File: src/rtl/mem_port_arbiter.sv
// Purpose: arbitrates IF-fetch and MEM-data ports onto one single-port fixed-latency memory.
// Latency: request in cycle 0 -> mem_en in cycle 1 -> ack in cycle MEM_LAT+2; one transaction at a time.
// Backpressure: requests are held until their ack; stall outputs flag a pending, unacked request.
module mem_port_arbiter #(
  parameter int ADDR_W        = 32,
  parameter int DATA_W        = 32,
  parameter int MEM_LAT       = 1,
  parameter int MAX_DM_STREAK = 4
) (
  input  logic              clk,
  input  logic              reset,
  input  logic              if_req,
  input  logic [ADDR_W-1:0] if_addr,
  input  logic              if_cancel,
  output logic              if_ack,
  output logic [DATA_W-1:0] if_rdata,
  output logic              if_stall,
  input  logic              dm_req,
  input  logic              dm_we,
  input  logic [ADDR_W-1:0] dm_addr,
  input  logic [DATA_W-1:0] dm_wdata,
  output logic              dm_ack,
  output logic [DATA_W-1:0] dm_rdata,
  output logic              dm_stall,
  output logic              mem_en,
  output logic              mem_we,
  output logic [ADDR_W-1:0] mem_addr,
  output logic [DATA_W-1:0] mem_wdata,
  input  logic [DATA_W-1:0] mem_rdata
);

  localparam int CNT_W = (MEM_LAT > 1) ? $clog2(MEM_LAT + 1) : 1;
  localparam int STK_W = $clog2(MAX_DM_STREAK + 1);
  localparam logic [CNT_W-1:0] LAST_WAIT = CNT_W'(MEM_LAT - 1);
  localparam logic [STK_W-1:0] STK_MAX   = STK_W'(MAX_DM_STREAK);

  typedef enum logic [1:0] {ST_IDLE, ST_ISSUE, ST_WAIT, ST_RESP} state_t;

  state_t            state_q, state_d;
  logic              owner_dm_q, owner_dm_d;   // 1: data port owns the current transaction
  logic              cancel_q, cancel_d;       // in-flight fetch has been flushed
  logic              we_q, we_d;
  logic [ADDR_W-1:0] addr_q, addr_d;
  logic [DATA_W-1:0] wdata_q, wdata_d;
  logic [CNT_W-1:0]  wcnt_q, wcnt_d;
  logic [STK_W-1:0]  streak_q, streak_d;
  logic [DATA_W-1:0] if_rdata_q, if_rdata_d;
  logic [DATA_W-1:0] dm_rdata_q, dm_rdata_d;

  logic if_elig;
  logic grant_dm;

  // Next-state: arbitration in IDLE, fixed-latency sequencing, response capture
  always_comb begin
    state_d    = state_q;
    owner_dm_d = owner_dm_q;
    cancel_d   = cancel_q;
    we_d       = we_q;
    addr_d     = addr_q;
    wdata_d    = wdata_q;
    wcnt_d     = wcnt_q;
    streak_d   = streak_q;
    if_rdata_d = if_rdata_q;
    dm_rdata_d = dm_rdata_q;
    grant_dm   = 1'b0;
    if_elig    = if_req & ~if_cancel;

    case (state_q)
      ST_IDLE: begin
        if (dm_req || if_elig) begin
          // Data wins unless a waiting fetch has already been passed over MAX_DM_STREAK times
          grant_dm   = dm_req && !(if_elig && (streak_q == STK_MAX));
          state_d    = ST_ISSUE;
          owner_dm_d = grant_dm;
          cancel_d   = 1'b0;
          if (grant_dm) begin
            addr_d   = dm_addr;
            we_d     = dm_we;
            wdata_d  = dm_wdata;
            if (if_elig) begin
              streak_d = (streak_q == STK_MAX) ? streak_q : streak_q + 1'b1;
            end else begin
              streak_d = '0;
            end
          end else begin
            addr_d   = if_addr;
            we_d     = 1'b0;
            wdata_d  = '0;
            streak_d = '0;
          end
        end
      end
      ST_ISSUE: begin
        state_d = ST_WAIT;
        wcnt_d  = '0;
        if (!owner_dm_q && if_cancel) cancel_d = 1'b1;
      end
      ST_WAIT: begin
        if (!owner_dm_q && if_cancel) cancel_d = 1'b1;
        if (wcnt_q == LAST_WAIT) begin
          state_d = ST_RESP;
          if (owner_dm_q) begin
            dm_rdata_d = we_q ? '0 : mem_rdata;
          end else if (!(cancel_q || if_cancel)) begin
            // A flushed fetch leaves the previous instruction word in place
            if_rdata_d = mem_rdata;
          end
        end else begin
          wcnt_d = wcnt_q + 1'b1;
        end
      end
      ST_RESP: begin
        state_d = ST_IDLE;
      end
      default: state_d = ST_IDLE;
    endcase
  end

  // State and latch registers; reset abandons any transaction in flight
  always_ff @(posedge clk or negedge reset) begin
    if (!reset) begin
      state_q    <= ST_IDLE;
      owner_dm_q <= 1'b0;
      cancel_q   <= 1'b0;
      we_q       <= 1'b0;
      addr_q     <= '0;
      wdata_q    <= '0;
      wcnt_q     <= '0;
      streak_q   <= '0;
      if_rdata_q <= '0;
      dm_rdata_q <= '0;
    end else begin
      state_q    <= state_d;
      owner_dm_q <= owner_dm_d;
      cancel_q   <= cancel_d;
      we_q       <= we_d;
      addr_q     <= addr_d;
      wdata_q    <= wdata_d;
      wcnt_q     <= wcnt_d;
      streak_q   <= streak_d;
      if_rdata_q <= if_rdata_d;
      dm_rdata_q <= dm_rdata_d;
    end
  end

  // Output decode; a cancel arriving during RESP still kills the fetch ack
  always_comb begin
    mem_en    = (state_q == ST_ISSUE);
    mem_we    = mem_en & we_q;
    mem_addr  = addr_q;
    mem_wdata = wdata_q;
    dm_ack    = (state_q == ST_RESP) & owner_dm_q;
    if_ack    = (state_q == ST_RESP) & ~owner_dm_q & ~cancel_q & ~if_cancel;
    if_rdata  = if_rdata_q;
    dm_rdata  = dm_rdata_q;
    if_stall  = if_req & ~if_ack;
    dm_stall  = dm_req & ~dm_ack;
  end

endmodule

File: config.mk
export PLATFORM = sky130hd
export DESIGN_NAME = mem_port_arbiter
export DESIGN_NICKNAME = d
export VERILOG_FILES = /design/src/rtl/mem_port_arbiter.sv
export SDC_FILE = /design/constraint.sdc
export NUM_CORES = 1
export LEC_CHECK = 0
export CORE_MARGIN = 1
export CORE_UTILIZATION = 46
export CTS_CLUSTER_DIAMETER = 50
export DETAILED_ROUTE_END_ITERATION = 16
export HOLD_SLACK_MARGIN = 0.03
export PLACE_DENSITY = 0.85
export REMOVE_ABC_BUFFERS = 1
export SETUP_SLACK_MARGIN = 0.4
export SLEW_MARGIN = 20
export SYNTH_ARGS = -nofsm -noshare
export SYNTH_HDL_FRONTEND = slang
export SYNTH_SLANG_ARGS = --single-unit
File: constraint.sdc
create_clock -name clk -period 4.7 [get_ports clk]
set_input_delay 0.705 -clock clk [delete_from_list [all_inputs] [get_ports clk]]
set_output_delay 0.705 -clock clk [all_outputs]
set_load 0.005 [all_outputs]
==> After elaboration in Yosys (flattened, before gate mapping) <==
Cells that the tools add are included.
{ "totals": {"register_bits": 137, "in_bits": 134, "out_inout_bits": 134, "wordCells": 67} }
{ "classes": {"n_addsub": 2, "eq_ne": 8, "mux": 15, "bitwise_logic": 15, "reduce_logical": 17} }
{ "op_table": {"columns": ["cell", "count"], "rows": [
  ["two-way mux 32 bit", 3],
  ["two-way mux 3 bit", 3],
  ["AND reduction 3 bit", 3],
  ["AND 1 bit", 8],
  ["case mux 2 bit (4 select lines)", 1],
  ["NOT 1 bit", 7],
  ["== test 2 bit (second input constant)", 2],
  ["two-way mux 1 bit", 4],
  ["two-way mux 2 bit", 2],
  ["!= test 2 bit (second input constant)", 2],
  ["case mux 1 bit (2 select lines)", 2],
  ["AND reduction 2 bit", 2],
  ["AND reduction 4 bit", 1],
  ["nonzero test 2 bit", 2],
  ["adder 3 x 1 -> 3 bit (second input constant)", 1],
  ["== test 3 bit (second input constant)", 1],
  ["logical AND 1 bit", 3],
  ["!= test 3 bit (second input constant)", 1],
  ["== test 2 x 1 -> 1 bit (second input constant)", 1],
  ["logical NOT 1 bit", 2],
  ["logical NOT 2 bit", 1],
  ["logical OR 1 bit", 2],
  ["!= test 2 x 1 -> 1 bit (second input constant)", 1],
  ["OR reduction 2 bit", 1],
  ["adder 1 bit (second input constant)", 1]
]} }

==> Longest topological paths before layout <==
Gate-level depths: netlist of run 1.
{ "depth": {"word_depth": 7, "depth_mapped": 7} }

==> Least setup slack after synthesis of run 1 <==
No wires, ideal clock.
{ "synth_path": {"path_kind": "input-to-output", "startpoint": "input if_cancel", "endpoint": "output if_stall", "arrival_ps": 1110, "path_slack_ps": 2885, "stages": 3, "n_path_buf": 0, "path_cell_list": "nor3_1 and2_1 nor2b_1"} }
{ "synth_via": {"elab_chain_len": 4} }
{ "synth_rtl": {"columns": ["item", "line", "rtl"], "rows": [
  ["from (decl)", "14", "input logic if_cancel,"],
  ["NOT 1 bit", "153", "if_ack = (state_q == ST_RESP) & ~owner_dm_q & ~cancel_q & ~if_cancel;"],
  ["AND 1 bit", "153", null],
  ["net if_ack", "15", "output logic if_ack,"],
  ["NOT 1 bit", "156", "if_stall = if_req & ~if_ack;"],
  ["AND 1 bit", "156", null],
  ["to (decl)", "17", "output logic if_stall,"]
]} }
The timed path passes the listed nets, and every way through them passes these cells.

==> Final worst setup path of run 1 <==
{ "layout_path": {"startpoint": "input if_cancel", "endpoint": "output if_stall"} }
{ "layout_via": {"elab_chain_len": 4} }
{ "layout_rtl": {"columns": ["item", "line"], "rows": [
  ["NOT 1 bit", "153"],
  ["AND 1 bit", "153"],
  ["NOT 1 bit", "156"],
  ["AND 1 bit", "156"]
]} }
No other way between the ends.

==> impl_results.md, run 1 <==
* Critical path fanouts, max at 6
* Diodes inserted at 0
* Tightest Pin Transition at 1.12 ns
* Detailed router's first-iteration violation count at 339
* Residual DRC at 0
* Area of the core at 13,200 µm²
* Share of flip-flops with an asynchronous set or reset at 100%
* Post-synth top flop: sky130_fd_sc_hd__dfrtp_1
* Antenna Violating Nets Remaining at 0
* Ratio of total power to cell area at 625 nW/µm²
* Crit path time final at 2.90 ns
* Drt pass-1 iters at 5
* Count of final max-slew check failures at 0
* Total of endpoints with negative setup slack in the final report at 0
* Largest vdd supply drop at 0.000385 V
* Hpwl dp at 11,700 µm
* Yosys warning total at 0
* Number of nets at the end of the flow at 901
* Number of ports placed on the die boundary at 268
* Number of maximum-capacitance violations at 0
* Count of flip-flops with a built-in enable after synthesis at 0
* Mapped cell area at 6190 µm²
* Post-CTS sizing at 0
* Setup crit start: if_cancel
* Die height at 118 µm
* Routed via count divided by cell count at 5.41
* Clock root buffer: sky130_fd_sc_hd__clkbuf_16
* Skew-Pair Late Insertion Delay at 0.41 ns
* Crit Reg-Reg Startpoint: state_q[0]
* Final hold vios at 0
* Outcome: finished, final reports clean
* Final core utilization at 71.8%
* Layout area overhead at 52.8%
* Worst-case headroom to the max-slew limit at 25.6%
* Placed Cells incl. Taps at 916
* Die ar. at 13,900 µm²
* Sum Neg Setup Slack at 0 ns
* Clock transition at the register clock pins on the worst setup and hold paths after CTS at 0.06 ns
* Total grt overflow at 0
* Count of H-tree levels built during CTS at 4
* Post-CTS setup buffer count at 0
* Share of the clock period used by the worst path at 61.8%
* Nature of the critical path startpoint: primary input
* Worst setup skew after layout at 0.00796 ns
* Starting Density at 47.0%
* Sequential element share of the synthesized area at 54.9%
* Unrepaired setup endpoints after global routing: false
* Maximum clock rate at 344 MHz
* CTS sink count at 136
* Leading cell type in the layout, fill and taps excluded: sky130_fd_sc_hd__clkdlybuf4s50_1
* Num CTS Buffers at 17
* Number of buffer cells added on primary ports at 267
* GRT Util Overall at 25.1%
* Post-place setup slack at 1.52 ns
* Cell leakage power at 3.97 nW
* Width of the chip at 118 µm
* Maximum clock insertion buffer count at 2
* Clock tree from TritonCTS: built
* Vias after detailed routing at 5,128
* Number of buffers inserted for hold repair after clock tree synthesis at 0
* Ranking of synthesized cells by area: sky130_fd_sc_hd__dfrtp_1 (55%), sky130_fd_sc_hd__mux2_4 (7.3%), sky130_fd_sc_hd__a22o_1 (4.9%)
* Hold crit path type: in -> async
* Vias in the first global route at 5,237
* Synthesized area per cell at 12.0 µm²
* Final weighted congestion of routability-driven global placement at 0.845
* Total Routed Length at 17,500 µm
* Leading cell types in the layout, fill and taps excluded: sky130_fd_sc_hd__clkdlybuf4s50_1 (265), sky130_fd_sc_hd__dfrtp_1 (136), sky130_fd_sc_hd__nand2_1 (66), sky130_fd_sc_hd__a22o_1 (35), sky130_fd_sc_hd__nand2b_1 (33)
* Cell count after synthesis at 516
* Worst endpoint data arrival time at 2.20 ns
* Share of layout cells above drive strength 1 at 9.84%
* Total number of placement rows at 42
* Number of antenna violations at the first check in global routing at 0
* Number of unique standard cell types used by synthesis at 34
* Critical path capture point type: output port
* Fraction of post-synthesis cell area in the top cell type by area at 54.9%
* Fillers at 893
* Seq cells post-synth at 136
* WS Path Type: in -> out
* Global-route wire length before repair at 27,400 µm
* Area leader, netlist: sky130_fd_sc_hd__dfrtp_1
* Post-route insts no fill at 948
* Per-cell routed wire length at 18.4 µm
* Final WS setup at 1.80 ns
* Maximum number of pins on one net before global-route repair at 100
* Required time worst endpoint at 3.99 ns
## per-layer routing
metal	vias up	wire (µm)	GRT usage (%)	part of all wire (%)
met1	2510	6910	30.1	40
met3	36	942	5.23	5.4
li1	2358	-	-	-
met5	-	0	0	0
met4	0	435	10.9	2.5
met2	224	9170	43.6	53
## area by class of cell
class                      instances  area, µm²  share of cell area, %
sequential                       136       3400                   36.0
timing repair buffer             273       2720                   28.7
multi-input combinational        327       2490                   26.3
clock buffer                      22        474                   5.01
tap                              176        220                   2.33
clock inverter                     9        140                   1.48
inverter                           5       18.8                  0.198
## worst max-delay path: stages
cell,delay (ns)
sky130_fd_sc_hd__clkdlybuf4s50_1,0.57
sky130_fd_sc_hd__nor3_1,0.09
sky130_fd_sc_hd__and2_1,0.19
sky130_fd_sc_hd__nor2b_1,0.13
sky130_fd_sc_hd__clkdlybuf4s50_1,0.51
## Yosys cell counts (all sizes together), types with 2 or more instances
cell type and instances:
a21boi 32, a22o 35, and2 4, buf 25, clkbuf 23, dfrtp 136, ha 7, inv 5
mux2 33, mux2i 2, nand2 67, nand2b 33, nor2 3, nor2b 4, o21ai 33, o221ai 32
o22a 32
## worst paths after layout
path,end,slack [ns],depth (start not counted)
max,if_stall,1.80,5
min,if_rdata[18],0.37,1
max reg2reg,if_rdata[30],2.45,4
min reg2reg,dm_rdata[10],0.48,2
max in group asynchronous,mem_wdata[29],3.29,2
min in group clk,dm_rdata[10],0.48,2
## flip-flops by register name, summed over array words and instances (netlist names)
name and cells:
cancel_q 1, we_q 1, dm_rdata 32, mem_addr 32, if_rdata 32, mem_wdata 32
owner_dm_q 1, streak_q 3, state_q 2
## power by group
part	switching (mW)	internal, mW
sequential	0.367	1.72
clock	0.491	0.878
combinational	0.882	1.58
total	1.74	4.18
## kinds of logic after synthesis
| family | synth area share (%) |
|---|---|
| DFF | 54.9 |
| AOI/OAI and AO/OA | 21.4 |
| buffers and inverters | 4.95 |
| adders and majority gates | 1.41 |
| muxes | 8.14 |
| and+or+nand+nor | 9.15 |
## stage by stage
stage,cell area [µm²],total power [mW],hold WS [ns]
floorplan,5910,3.03,0.409
finish,9460,5.92,0.372
CTS,9450,5.96,0.426
global route,9460,6.22,0.455
global placement,8840,4.44,0.461
detailed placement,8840,4.55,0.470
Note: power is estimated with default switching activity, not from simulation.
==> run 2, diff against run 1 <==
--- a/config.mk
+++ b/config.mk
@@ -6,11 +6,11 @@
 export NUM_CORES = 1
 export LEC_CHECK = 0
 export CORE_MARGIN = 1
-export CORE_UTILIZATION = 46
+export CORE_UTILIZATION = 39
 export CTS_CLUSTER_DIAMETER = 50
 export DETAILED_ROUTE_END_ITERATION = 16
 export HOLD_SLACK_MARGIN = 0.03
-export PLACE_DENSITY = 0.85
+export PLACE_DENSITY = 0.77
 export REMOVE_ABC_BUFFERS = 1
 export SETUP_SLACK_MARGIN = 0.4
 export SLEW_MARGIN = 20
==> constraint.sdc (replaced) <==
create_clock -name clk -period 2.4 [get_ports clk]
set_input_delay 0.36 -clock clk [delete_from_list [all_inputs] [get_ports clk]]
set_output_delay 0.36 -clock clk [all_outputs]
set_load 0.005 [all_outputs]
==> run 2 against run 1 <==
  * Worst hold slack improved by 0.046 ns
  * Highest routed layer unchanged
  * Largest cell class unchanged
  * Count of clock-buffer cells in the layout fell by 3
  * Routed wire length fell by 2.5%
  * Total power rose by 93%
  * Die area rose by 18%
  * Largest power group unchanged
==> impl_results.md, run 2 (synthesis results as in run 1) <==
* Outcome: finished, final reports clean
* Final core utilization at 62.4%
* Share of the clock period used by the worst path at 80.7%
* Critical path capture point type: register
* WS Path Type: reg -> reg
* Nature of the critical path startpoint: register
* Starting Density at 40.3%
* M1 wire length at 7090 µm
* Total Routed Length at 17,000 µm
* Final hold vios at 0
* Total grt overflow at 0
* Largest vdd supply drop at 0.000571 V
* Worst setup skew after layout at 0.00960 ns
* Maximum number of pins on one net before global-route repair at 98
* Number of antenna violations at the first check in global routing at 1
* Share of layout cells above drive strength 1 at 11.4%
* Number of nets at the end of the flow at 908
* Number of ports placed on the die boundary at 268
* Leading cell types in the layout, fill and taps excluded: sky130_fd_sc_hd__clkdlybuf4s50_1 (258), sky130_fd_sc_hd__dfrtp_1 (135), sky130_fd_sc_hd__nand2_1 (66), sky130_fd_sc_hd__a22o_1 (35), sky130_fd_sc_hd__nand2b_1 (33)
* Post-route insts no fill at 992
* Hpwl dp at 11,700 µm
* Critical path fanouts, max at 34
* Relative contribution of the clock network to total power at 22.4%
* Final weighted congestion of routability-driven global placement at 0.775
* Layout area overhead at 54.9%
* Wire length on met3 at 987 µm
* Drt pass-1 iters at 4
* Count of final max-slew check failures at 0
* Maximum clock insertion buffer count at 2
* Die ar. at 16,400 µm²
* Cell leakage power at 4.02 nW
* Leading cell type in the layout, fill and taps excluded: sky130_fd_sc_hd__clkdlybuf4s50_1
* Clock transition at the register clock pins on the worst setup and hold paths after CTS at 0.06 ns
* Die height at 128 µm
* Antenna Violating Nets Remaining at 0
* Residual DRC at 0
* Count of H-tree levels built during CTS at 4
* Total of endpoints with negative setup slack in the final report at 0
* Seq pwr share at 35.1%
* Combinational share of power at 42.5%
* Maximum clock rate at 517 MHz
* Number of buffer cells added on primary ports at 267
* Vias in the first global route at 5,254
* Detailed router's first-iteration violation count at 274
* Uppermost signal routing layer after detailed routing: met4
* Vias after detailed routing at 5,125
* Required time worst endpoint at 2.74 ns
* Placed Cells incl. Taps at 958
* Number of maximum-capacitance violations at 0
* Cell-internal power at 8.06 mW
* Routed via count divided by cell count at 5.17
* CTS sink count at 136
* Area of the core at 15,400 µm²
* Clock root buffer: sky130_fd_sc_hd__clkbuf_16
* Worst endpoint data arrival time at 2.28 ns
* Wire length on met2 at 8570 µm
* Global-route wire length before repair at 27,200 µm
* Unrepaired setup endpoints after global routing: true
* Sw Ratio at 29.6%
* Num CTS Buffers at 17
* Tightest Pin Transition at 0.912 ns
* GRT Util Overall at 21.3%
* Clock tree from TritonCTS: built
* Skew-Pair Late Insertion Delay at 0.41 ns
* Per-cell routed wire length at 17.2 µm
* Worst-case headroom to the max-slew limit at 38.9%
* Total number of placement rows at 45
* Hold crit path type: in -> async
* Width of the chip at 128 µm
* Net switching power figure at 3.39 mW
* Crit path time final at 1.94 ns
* Ratio of total power to cell area at 1190 nW/µm²
## run 2: through the flow
| stage | hold WS, ns | TNS [ns] | setup WS [ns] | total power [mW] | instance area [µm²] |
|---|---|---|---|---|---|
| 2_1_floorplan | 0.0644 | -3.34 | -0.192 | 5.94 | 5910 |
| 3_3_place_gp | 0.263 | 0 | 0.201 | 8.78 | 9000 |
| 3_5_place_dp | 0.264 | 0 | 0.214 | 8.93 | 9000 |
| 4_1_cts | 0.388 | 0 | 0.453 | 11.6 | 9590 |
| 5_1_grt | 0.437 | 0 | 0.287 | 12.1 | 9600 |
| 6_report | 0.418 | 0 | 0.464 | 11.5 | 9600 |
## run 2: area by class of cell
class	instances	area (µm²)
tap	211	264
inverter	5	18.8
antenna	1	2.50
clock buffer	19	443
fill	1204	5770
sequential	136	3400
multi-input combinational	327	2500
clock inverter	13	144
timing repair buffer	280	2820
## run 2: final timing paths
check / start / end / slack [ns] / cells past startpoint
max: state_q[0] / mem_wdata[23] / 0.46 / 5
min: reset / mem_wdata[29] / 0.42 / 2
max reg2reg: state_q[0] / mem_wdata[23] / 0.46 / 5
min reg2reg: dm_rdata[21] / dm_rdata[21] / 0.48 / 2
max in group asynchronous: reset / dm_rdata[7] / 1.33 / 3
min in group clk: dm_rdata[21] / dm_rdata[21] / 0.48 / 2
## run 2: critical path, stage by stage (launching register included)
cell	delay, ns
sky130_fd_sc_hd__dfrtp_1	0.40
sky130_fd_sc_hd__inv_1	0.14
sky130_fd_sc_hd__ha_1	0.29
sky130_fd_sc_hd__nand2_1	0.16
sky130_fd_sc_hd__nor2_4	0.63
sky130_fd_sc_hd__a22o_1	0.24
## run 2: per-layer routing
| metal | global-route usage, % | up-vias |
|---|---|---|
| met3 | 5.30 | 29 |
| li1 | - | 2379 |
| met4 | 8.37 | 0 |
| met5 | 0 | - |
| met2 | 36.0 | 188 |
| met1 | 26.3 | 2529 |
## run 2: power by group through the flow
stage	Sequential (mW)	Combinational [mW]	Clock [mW]
floorplan	4.04	1.90	0
global placement	3.99	4.79	0
detailed placement	4.02	4.91	0
CTS	4.03	4.92	2.63
global route	4.14	5.26	2.74
finish	4.02	4.86	2.57
## run 2: repair_timing
item,in CTS,in global routing
setup buffers,0,0
hold endpoints to repair,31,0
gates cloned,0,0
gates resized for setup,11,3
hold buffers,1,0
endpoints found under the setup margin,6,58
